`src/rtl/cpu_types_pkg.sv`:
```
// Shared CPU types: branch-predictor counters, BTB entry layout and counter helpers.
package cpu_types_pkg;

  typedef logic [1:0] bp_cnt_t;

  localparam bp_cnt_t SNT = 2'b00;
  localparam bp_cnt_t WNT = 2'b01;
  localparam bp_cnt_t WT  = 2'b10;
  localparam bp_cnt_t ST  = 2'b11;

  // Tag field is sized for the smallest BTB (4 entries); larger BTBs store zero-extended tags.
  localparam int TAG_W_MAX = 28;

  typedef struct packed {
    logic                 valid;
    logic [TAG_W_MAX-1:0] tag;
    logic [31:0]          target;
    bp_cnt_t              cnt;
  } btb_entry_t;

  function automatic bp_cnt_t cnt_step(input bp_cnt_t cnt, input logic taken);
    if (taken) return (cnt == ST)  ? ST  : bp_cnt_t'(cnt + 2'd1);
    else       return (cnt == SNT) ? SNT : bp_cnt_t'(cnt - 2'd1);
  endfunction

  function automatic logic predict_taken(input bp_cnt_t cnt);
    return cnt >= WT;
  endfunction

endpackage

```
`src/rtl/fetch_predict_unit_if.sv`:
```
// Fetch-stage bundle: icache request, IF/ID outputs and branch-resolution feedback.
interface fetch_predict_unit_if;
  logic        ihit;
  logic        stall;
  logic        halt;
  logic        redirect;
  logic [31:0] redirect_pc;
  logic        upd_valid;
  logic [31:0] upd_pc;
  logic [31:0] upd_target;
  logic        upd_taken;
  logic        imemREN;
  logic [31:0] imemaddr;
  logic [31:0] inst_pc_if;
  logic [31:0] pcp4_in;
  logic [31:0] predicted_pc_in;
  logic        if_id_enable;
  logic        if_id_flush;

  // master: the fetch unit itself; slave: icache, hazard unit, resolution stage and IF/ID.
  modport master (
    input  ihit, stall, halt, redirect, redirect_pc,
           upd_valid, upd_pc, upd_target, upd_taken,
    output imemREN, imemaddr, inst_pc_if, pcp4_in, predicted_pc_in,
           if_id_enable, if_id_flush
  );

  modport slave (
    output ihit, stall, halt, redirect, redirect_pc,
           upd_valid, upd_pc, upd_target, upd_taken,
    input  imemREN, imemaddr, inst_pc_if, pcp4_in, predicted_pc_in,
           if_id_enable, if_id_flush
  );
endinterface

```
`src/rtl/branch_target_buffer.sv`:
```
// Direct-mapped BTB with 2-bit saturating counters; combinational lookup, read-before-write update.
module branch_target_buffer
  import cpu_types_pkg::*;
#(
  parameter int BTB_ENTRIES = 16
) (
  input  logic        clk,
  input  logic        rst_n,
  input  logic [31:0] lk_pc,
  output logic        lk_taken,
  output logic [31:0] lk_target,
  input  logic        upd_valid,
  input  logic [31:0] upd_pc,
  input  logic [31:0] upd_target,
  input  logic        upd_taken
);

  localparam int IDX_W = $clog2(BTB_ENTRIES);

  btb_entry_t mem [BTB_ENTRIES];

  logic [29:0]          lk_word, upd_word;
  logic [IDX_W-1:0]     lk_idx, upd_idx;
  logic [TAG_W_MAX-1:0] lk_tag, upd_tag;
  btb_entry_t           lk_e, upd_e;
  logic                 lk_hit, upd_hit;

  assign lk_word  = 30'(lk_pc >> 2);
  assign upd_word = 30'(upd_pc >> 2);
  assign lk_idx   = lk_word[IDX_W-1:0];
  assign upd_idx  = upd_word[IDX_W-1:0];
  assign lk_tag   = TAG_W_MAX'(lk_word >> IDX_W);
  assign upd_tag  = TAG_W_MAX'(upd_word >> IDX_W);

  assign lk_e     = mem[lk_idx];
  assign upd_e    = mem[upd_idx];
  assign lk_hit   = lk_e.valid && (lk_e.tag == lk_tag);
  assign upd_hit  = upd_e.valid && (upd_e.tag == upd_tag);

  // Lookup reads the array before this edge's update lands, giving read-before-write for free.
  assign lk_taken  = lk_hit && predict_taken(lk_e.cnt);
  assign lk_target = lk_e.target;

  always_ff @(posedge clk or negedge rst_n) begin
    if (!rst_n) begin
      // NOTE: the BTB must start all-invalid with weak-not-taken counters, so every entry is reset explicitly.
      for (int i = 0; i < BTB_ENTRIES; i++) begin
        mem[i] <= '{valid: 1'b0, tag: '0, target: '0, cnt: WNT};
      end
    end else if (upd_valid) begin
      if (upd_hit) begin
        mem[upd_idx].cnt <= cnt_step(upd_e.cnt, upd_taken);
        if (upd_taken) mem[upd_idx].target <= upd_target;
      end else if (upd_taken) begin
        mem[upd_idx] <= '{valid: 1'b1, tag: upd_tag, target: upd_target, cnt: WT};
      end
    end
  end

endmodule

```
`src/rtl/fetch_predict_unit.sv`:
```
// IF stage: PC register, sticky halt, next-PC selection and IF/ID latch control.
module fetch_predict_unit
  import cpu_types_pkg::*;
#(
  parameter logic [31:0] RESET_PC    = 32'h0000_0000,
  parameter int          BTB_ENTRIES = 16
) (
  input  logic                  CLK,
  input  logic                  nRST,
  fetch_predict_unit_if.master  bus
);

  logic [31:0] pc;
  logic [31:0] pcp4;
  logic        halted;
  logic        btb_taken;
  logic [31:0] btb_target;
  logic [31:0] predicted_pc;

  branch_target_buffer #(.BTB_ENTRIES(BTB_ENTRIES)) u_btb (
    .clk        (CLK),
    .rst_n      (nRST),
    .lk_pc      (pc),
    .lk_taken   (btb_taken),
    .lk_target  (btb_target),
    .upd_valid  (bus.upd_valid),
    .upd_pc     (bus.upd_pc),
    .upd_target (bus.upd_target),
    .upd_taken  (bus.upd_taken)
  );

  assign pcp4         = pc + 32'd4;
  assign predicted_pc = btb_taken ? btb_target : pcp4;

  assign bus.imemREN         = !halted;
  assign bus.imemaddr        = pc;
  assign bus.inst_pc_if      = pc;
  assign bus.pcp4_in         = pcp4;
  assign bus.predicted_pc_in = predicted_pc;
  assign bus.if_id_enable    = bus.ihit && !bus.stall && !halted && !bus.redirect;
  assign bus.if_id_flush     = bus.redirect;

  // Redirect outranks halt so a mispredict can recover a wrongly-halted wrong-path fetch.
  always_ff @(posedge CLK or negedge nRST) begin
    if (!nRST) begin
      pc     <= RESET_PC;
      halted <= 1'b0;
    end else if (bus.redirect) begin
      pc     <= bus.redirect_pc;
      halted <= 1'b0;
    end else if (halted || bus.halt) begin
      halted <= 1'b1;
    end else if (!bus.stall && bus.ihit) begin
      pc <= predicted_pc;
    end
  end

endmodule
```
`src/flat_wrapper.sv`:
```
// flat-port wrapper written by rule: the top's interface ports become plain ports
module fetch_predict_unit_flat import cpu_types_pkg::*;
#(
  parameter logic [31:0] RESET_PC    = 32'h0000_0000,
  parameter int          BTB_ENTRIES = 16
)
  (CLK, nRST, bus_ihit, bus_stall, bus_halt, bus_redirect, bus_redirect_pc, bus_upd_valid, bus_upd_pc, bus_upd_target, bus_upd_taken, bus_imemREN, bus_imemaddr, bus_inst_pc_if, bus_pcp4_in, bus_predicted_pc_in, bus_if_id_enable, bus_if_id_flush);
  fetch_predict_unit_if bus_i ();
  input  logic CLK;
  input  logic nRST;
  input wire logic [$bits(bus_i.ihit)-1:0] bus_ihit;
  input wire logic [$bits(bus_i.stall)-1:0] bus_stall;
  input wire logic [$bits(bus_i.halt)-1:0] bus_halt;
  input wire logic [$bits(bus_i.redirect)-1:0] bus_redirect;
  input wire logic [$bits(bus_i.redirect_pc)-1:0] bus_redirect_pc;
  input wire logic [$bits(bus_i.upd_valid)-1:0] bus_upd_valid;
  input wire logic [$bits(bus_i.upd_pc)-1:0] bus_upd_pc;
  input wire logic [$bits(bus_i.upd_target)-1:0] bus_upd_target;
  input wire logic [$bits(bus_i.upd_taken)-1:0] bus_upd_taken;
  output wire logic [$bits(bus_i.imemREN)-1:0] bus_imemREN;
  output wire logic [$bits(bus_i.imemaddr)-1:0] bus_imemaddr;
  output wire logic [$bits(bus_i.inst_pc_if)-1:0] bus_inst_pc_if;
  output wire logic [$bits(bus_i.pcp4_in)-1:0] bus_pcp4_in;
  output wire logic [$bits(bus_i.predicted_pc_in)-1:0] bus_predicted_pc_in;
  output wire logic [$bits(bus_i.if_id_enable)-1:0] bus_if_id_enable;
  output wire logic [$bits(bus_i.if_id_flush)-1:0] bus_if_id_flush;
  assign bus_i.ihit = bus_ihit;
  assign bus_i.stall = bus_stall;
  assign bus_i.halt = bus_halt;
  assign bus_i.redirect = bus_redirect;
  assign bus_i.redirect_pc = bus_redirect_pc;
  assign bus_i.upd_valid = bus_upd_valid;
  assign bus_i.upd_pc = bus_upd_pc;
  assign bus_i.upd_target = bus_upd_target;
  assign bus_i.upd_taken = bus_upd_taken;
  assign bus_imemREN = bus_i.imemREN;
  assign bus_imemaddr = bus_i.imemaddr;
  assign bus_inst_pc_if = bus_i.inst_pc_if;
  assign bus_pcp4_in = bus_i.pcp4_in;
  assign bus_predicted_pc_in = bus_i.predicted_pc_in;
  assign bus_if_id_enable = bus_i.if_id_enable;
  assign bus_if_id_flush = bus_i.if_id_flush;
  fetch_predict_unit #(.RESET_PC(RESET_PC), .BTB_ENTRIES(BTB_ENTRIES)) u_core (.CLK(CLK), .nRST(nRST), .bus(bus_i));
endmodule
```
`config.mk`:
```
export PLATFORM = sky130hd
export DESIGN_NAME = fetch_predict_unit_flat
export DESIGN_NICKNAME = d
export VERILOG_FILES = /design/src/rtl/cpu_types_pkg.sv /design/src/rtl/fetch_predict_unit_if.sv /design/src/rtl/branch_target_buffer.sv /design/src/rtl/fetch_predict_unit.sv /design/src/flat_wrapper.sv
export SDC_FILE = /design/constraint.sdc
export NUM_CORES = 2
export LEC_CHECK = 0
export ABC_CLOCK_PERIOD_IN_PS = 4250
export CAP_MARGIN = 40
export CORE_MARGIN = 1.5
export CORE_UTILIZATION = 25
export DETAILED_ROUTE_END_ITERATION = 10
export GPL_ROUTABILITY_DRIVEN = 0
export SLEW_MARGIN = 40
export SYNTH_ARGS = -nofsm -noshare
export SYNTH_HDL_FRONTEND = slang
export SYNTH_SLANG_ARGS = --single-unit
```
`constraint.sdc`:
```
create_clock -name CLK -period 4.25 [get_ports CLK]
set_clock_uncertainty 0.15 [all_clocks]
set_input_delay 0.425 -clock CLK [delete_from_list [all_inputs] [get_ports CLK]]
set_output_delay 0.425 -clock CLK [all_outputs]
set_load 0.02 [all_outputs]
```
==> implementation parameters <==
Parameter                              Value

Run status
  Run status ... finished, violations left
  Failing checks ... negative setup slack

Synth
  Area leader, netlist ... sky130_fd_sc_hd__dfrtp_1
  Top cell types by occurrence after synthesis ... sky130_fd_sc_hd__dfrtp_1 (993), sky130_fd_sc_hd__mux2_2 (805), sky130_fd_sc_hd__mux4_2 (316), sky130_fd_sc_hd__clkbuf_1 (191), sky130_fd_sc_hd__mux2i_1 (166)
  Proportion of netlist area held by the largest area contributor ... a little under half
  Number of warnings printed during yosys synthesis ... 0
  Cell area after synthesis ... 51850 sq um
  Most area-consuming cells after synthesis ... sky130_fd_sc_hd__dfrtp_1 (48%), sky130_fd_sc_hd__mux2_2 (17%), sky130_fd_sc_hd__mux4_2 (14%), sky130_fd_sc_hd__mux2i_1 (3.2%), sky130_fd_sc_hd__mux2_1 (3.2%)
  Share of the yosys chip area belonging to registers ... 48.74%
  Yosys cell types ... 76
  Avg Synthesized Cell Area ... between 10 and 15 sq um
  Async set-reset flop share out of synthesis ... 100.0%
  Number of instances in the synthesized netlist ... 3629
  Flip-flop and latch count after synthesis ... 1009
  Most used flip-flop cell after synthesis ... sky130_fd_sc_hd__dfrtp_1
  Dominant cell by count in the synthesized netlist ... sky130_fd_sc_hd__dfrtp_1
  Total nets after synthesis ... 3734
  Number of flops mapped to enable cells by yosys ... 0

Die
  Die span in x ... 458.4 um
  Total number of placement rows ... 166
  Core outline area ... 205400 sq um
  Initial core utilization ... between 20 and 30%
  Chip Height ... 458.4 um
  Die Footprint ... ~210000 sq um
  I/O pins ... 235

Job
  Max-cap violation count ... 0

GRT
  Global-route wire length before repair ... 270400 um
  GRT Total Usage ... 17.52%
  GRT overflow ... 0
  Maximum number of pins on one net before global-route repair ... 104
  Number of antenna violations at the first check in global routing ... 24
  Vias in the first global route ... 36800

Clock network
  Number of clock buffers inserted by TritonCTS ... 111
  Number of H-tree levels ... 3
  CTS tree ... done
  Buffers from clock root to sink, at most ... 3
  Later-pin clock latency in the skew report ... 0.77 ns
  Count of clock tree sinks ... 1009
  Master cell of the clock root buffer ... sky130_fd_sc_hd__clkbuf_16
  Clock transition at the registers of the reported paths ... 0.06 ns

Power and ir drop
  Static leakage ... between 20 and 30 nW
  Power density relative to cell area ... between 400 and 500 nW/um^2
  Worst vdd ir ... 0.0003685 V
  Total power consumption of the routed design ... a little over 30 mW

Timing
  Highest attainable clock frequency ... about 0.19 GHz
  Final critical path time including I/O delays and setup ... 5.227 ns
  Setup violators final ... 37
  Setup slack after layout ... -0.9769 ns
  Worst hold-check slack ... 0.1589 ns
  Final total negative setup slack ... -29.40 ns
  Number of max-slew violations in the final report ... 0
  Period utilization ... 123.0%
  Worst rel slew slack ... 45.97%
  Unrepaired setup endpoints after global routing ... true
  Slew at the pin closest to its max-slew limit ... 0.8079 ns
  Total count of hold-check failures in the final report ... 0

Hold path
  Tightest Hold Check Type ... primary input to register

Cells and area
  Fillcell total ... 20030
  Synthesis-to-layout area growth ... 28.38%
  Layout Nets ... 4289
  Area of the multi-input gates ... 25550 sq um
  Footprint of the flip-flops and latches ... around 25000 sq um
  Post-route core utilization ... 32.40%
  Design Area, Final ... approximately 67000 sq um
  Proportion of layout cells with a drive suffix above 1 ... 49.78%

Detailed routing
  Total wire length ... 186500 um
  DR WL/cell ... between 20 and 30 um
  Count of nets left with antenna violations after detail routing ... 0
  Drt first-iter violations ... 2783
  DRT Pass-1 Iters ... 6
  Routed vias/inst ... 5.032
  DRC ... 0
  Vias after detailed routing ... about 35000

Placed design
  Placement Cell Area ... just over 60000 sq um
  Final HPWL DP ... 130600 um
  IO Port Bufs ... 232

Critical path
  Cell occurring most often along the worst timing path ... sky130_fd_sc_hd__buf_4
  Slowest stage delay, CP ... approximately 0.60 ns
  CP max stage cell ... sky130_fd_sc_hd__or4_4
  Required time worst endpoint ... 3.67 ns
  Kind of critical path ... register to output port
  Cells traversed along the worst timing path ... buf_4 -> nor2b_1 -> buf_4 -> a221o_1 -> buf_4 -> a21oi_1 -> mux2i_1 -> o2111ai_2 -> or4_4 -> or2_4 -> buf_12 -> buf_6 -> or4b_4 -> nand2_2 -> buf_6
  Arr. time, crit path ... 4.65 ns
  Category of the worst setup path launch point ... register
  Crit path capture type ... output port
  Highest fanout seen on the critical path ... 5
==> power breakdown <==
| part | internal [mW] | switching [mW] | leakage, nW |
|---|---|---|---|
| sequential | 11.4 | 1.22 | 12.8 |
| combinational | 4.26 | 3.43 | 13.8 |
| clock | 5.82 | 4.30 | 1.88 |
| total | 21.5 | 8.95 | 28.4 |
==> routing by layer <==
metal	GRT usage [%]	part of all wire (%)	routed length (um)	vias up
met1	21.59	41	75800	18840
met4	9.880	6.2	11600	22
li1	-	-	-	14810
met3	2.842	4.7	8857	378
met2	29.13	48	90140	1026
met5	0	0.069	129	-
==> state kept, by name (all words and copies together) (netlist names) <==
register             cells
u_core.u_btb.mem       976
u_core.bus.imemaddr     32
u_core.halted            1
==> worst paths after layout <==
path                                   startpoint                      end  slack [ns]  cells after the start
setup reg to reg           u_core.bus.imemaddr[3]  u_core.bus.imemaddr[26]        0.01                     14
hold reg to reg             u_core.u_btb.mem[819]    u_core.u_btb.mem[819]        0.33                      1
min in group asynchronous                    nRST    u_core.u_btb.mem[324]        0.17                      3
hold / removal                 bus_redirect_pc[0]   u_core.bus.imemaddr[0]        0.16                      3
max in group asynchronous                    nRST    u_core.u_btb.mem[927]        2.80                      4
setup / recovery           u_core.bus.imemaddr[3]  bus_predicted_pc_in[16]       -0.98                     15
==> placed cells by master (no fill, tap or decap), drive strengths merged, types with 7 or more instances in the layout <==
master,synthesis,final
mux2,951,951
o22ai,14,14
a31oi,34,34
clkbuf,191,153
a22o,8,8
dfrtp,993,993
and2,8,8
a221oi,19,19
nand4,12,12
o211ai,9,9
nor3,28,28
mux4,318,318
xor2,30,30
buf,171,613
dfstp,16,16
nor2,75,75
a221o,10,10
nand2,142,142
xnor2,46,46
o31ai,32,32
a21oi,50,50
inv,14,17
bufinv,0,10
o21ai,20,20
a211oi,7,7
and3,17,17
clkdlybuf4s50,0,178
nor2b,13,13
nand2b,42,42
o2bb2ai,13,13
or4b,28,28
clkinv,1,34
or2,20,20
a22oi,36,36
nand3,28,28
mux2i,166,166
==> final cells by class <==
class | count | area share, %
clock inverter | 52 | 1.060
sequential | 1009 | 37.98
multi-input combinational | 2243 | 38.39
inverter | 15 | 0.09211
timing repair buffer | 804 | 12.68
clock buffer | 152 | 4.720
tap | 2688 | 5.053
antenna | 6 | 0.02256
==> kinds of logic (layout without fill, tap and decap cells) <==
group	count (synthesis)	after routing	share of synthesized area, %
xor gates and xnor gates	76	76	1.284
and+or+nand+nor	441	441	4.576
DFF	1009	1009	48.74
muxes	1435	1435	37.69
other	0	6	0
buffers and inverters	377	1023	3.680
AOI/OAI and AO/OA	289	289	3.991
adders and majority gates	2	2	0.04344
==> worst max-delay path: cells and delay by family, from the launching register on <==
family                 cells  cell delay, ns
muxes                      1            0.20
buffers and inverters      6            0.93
AOI/OAI and AO/OA          3            0.40
and+or+nand+nor            5            1.82
DFF                        1            0.52
==> per-stage QoR <==
step                      cells  setup WS, ns
after detailed placement   6731        -1.127
after global placement     6728        -1.094
after CTS                  6954        -1.030
after floorplan            3629      -0.05451
after global routing       6965        -1.055
final                      6969       -0.9769
==> repair_timing <==
| item | 4_1_cts | 5_1_grt |
|---|---|---|
| endpoints found under the hold margin | 279 | 0 |
| gates cloned | 7 | 1 |
| hold buffers | 3 | 0 |
| endpoints found under the setup margin | 89 | 80 |
| gates resized for setup | 308 | 97 |
| buffers inserted | 9 | 8 |
| pin swaps | 10 | 25 |
Power figures use the tool's default switching activity.
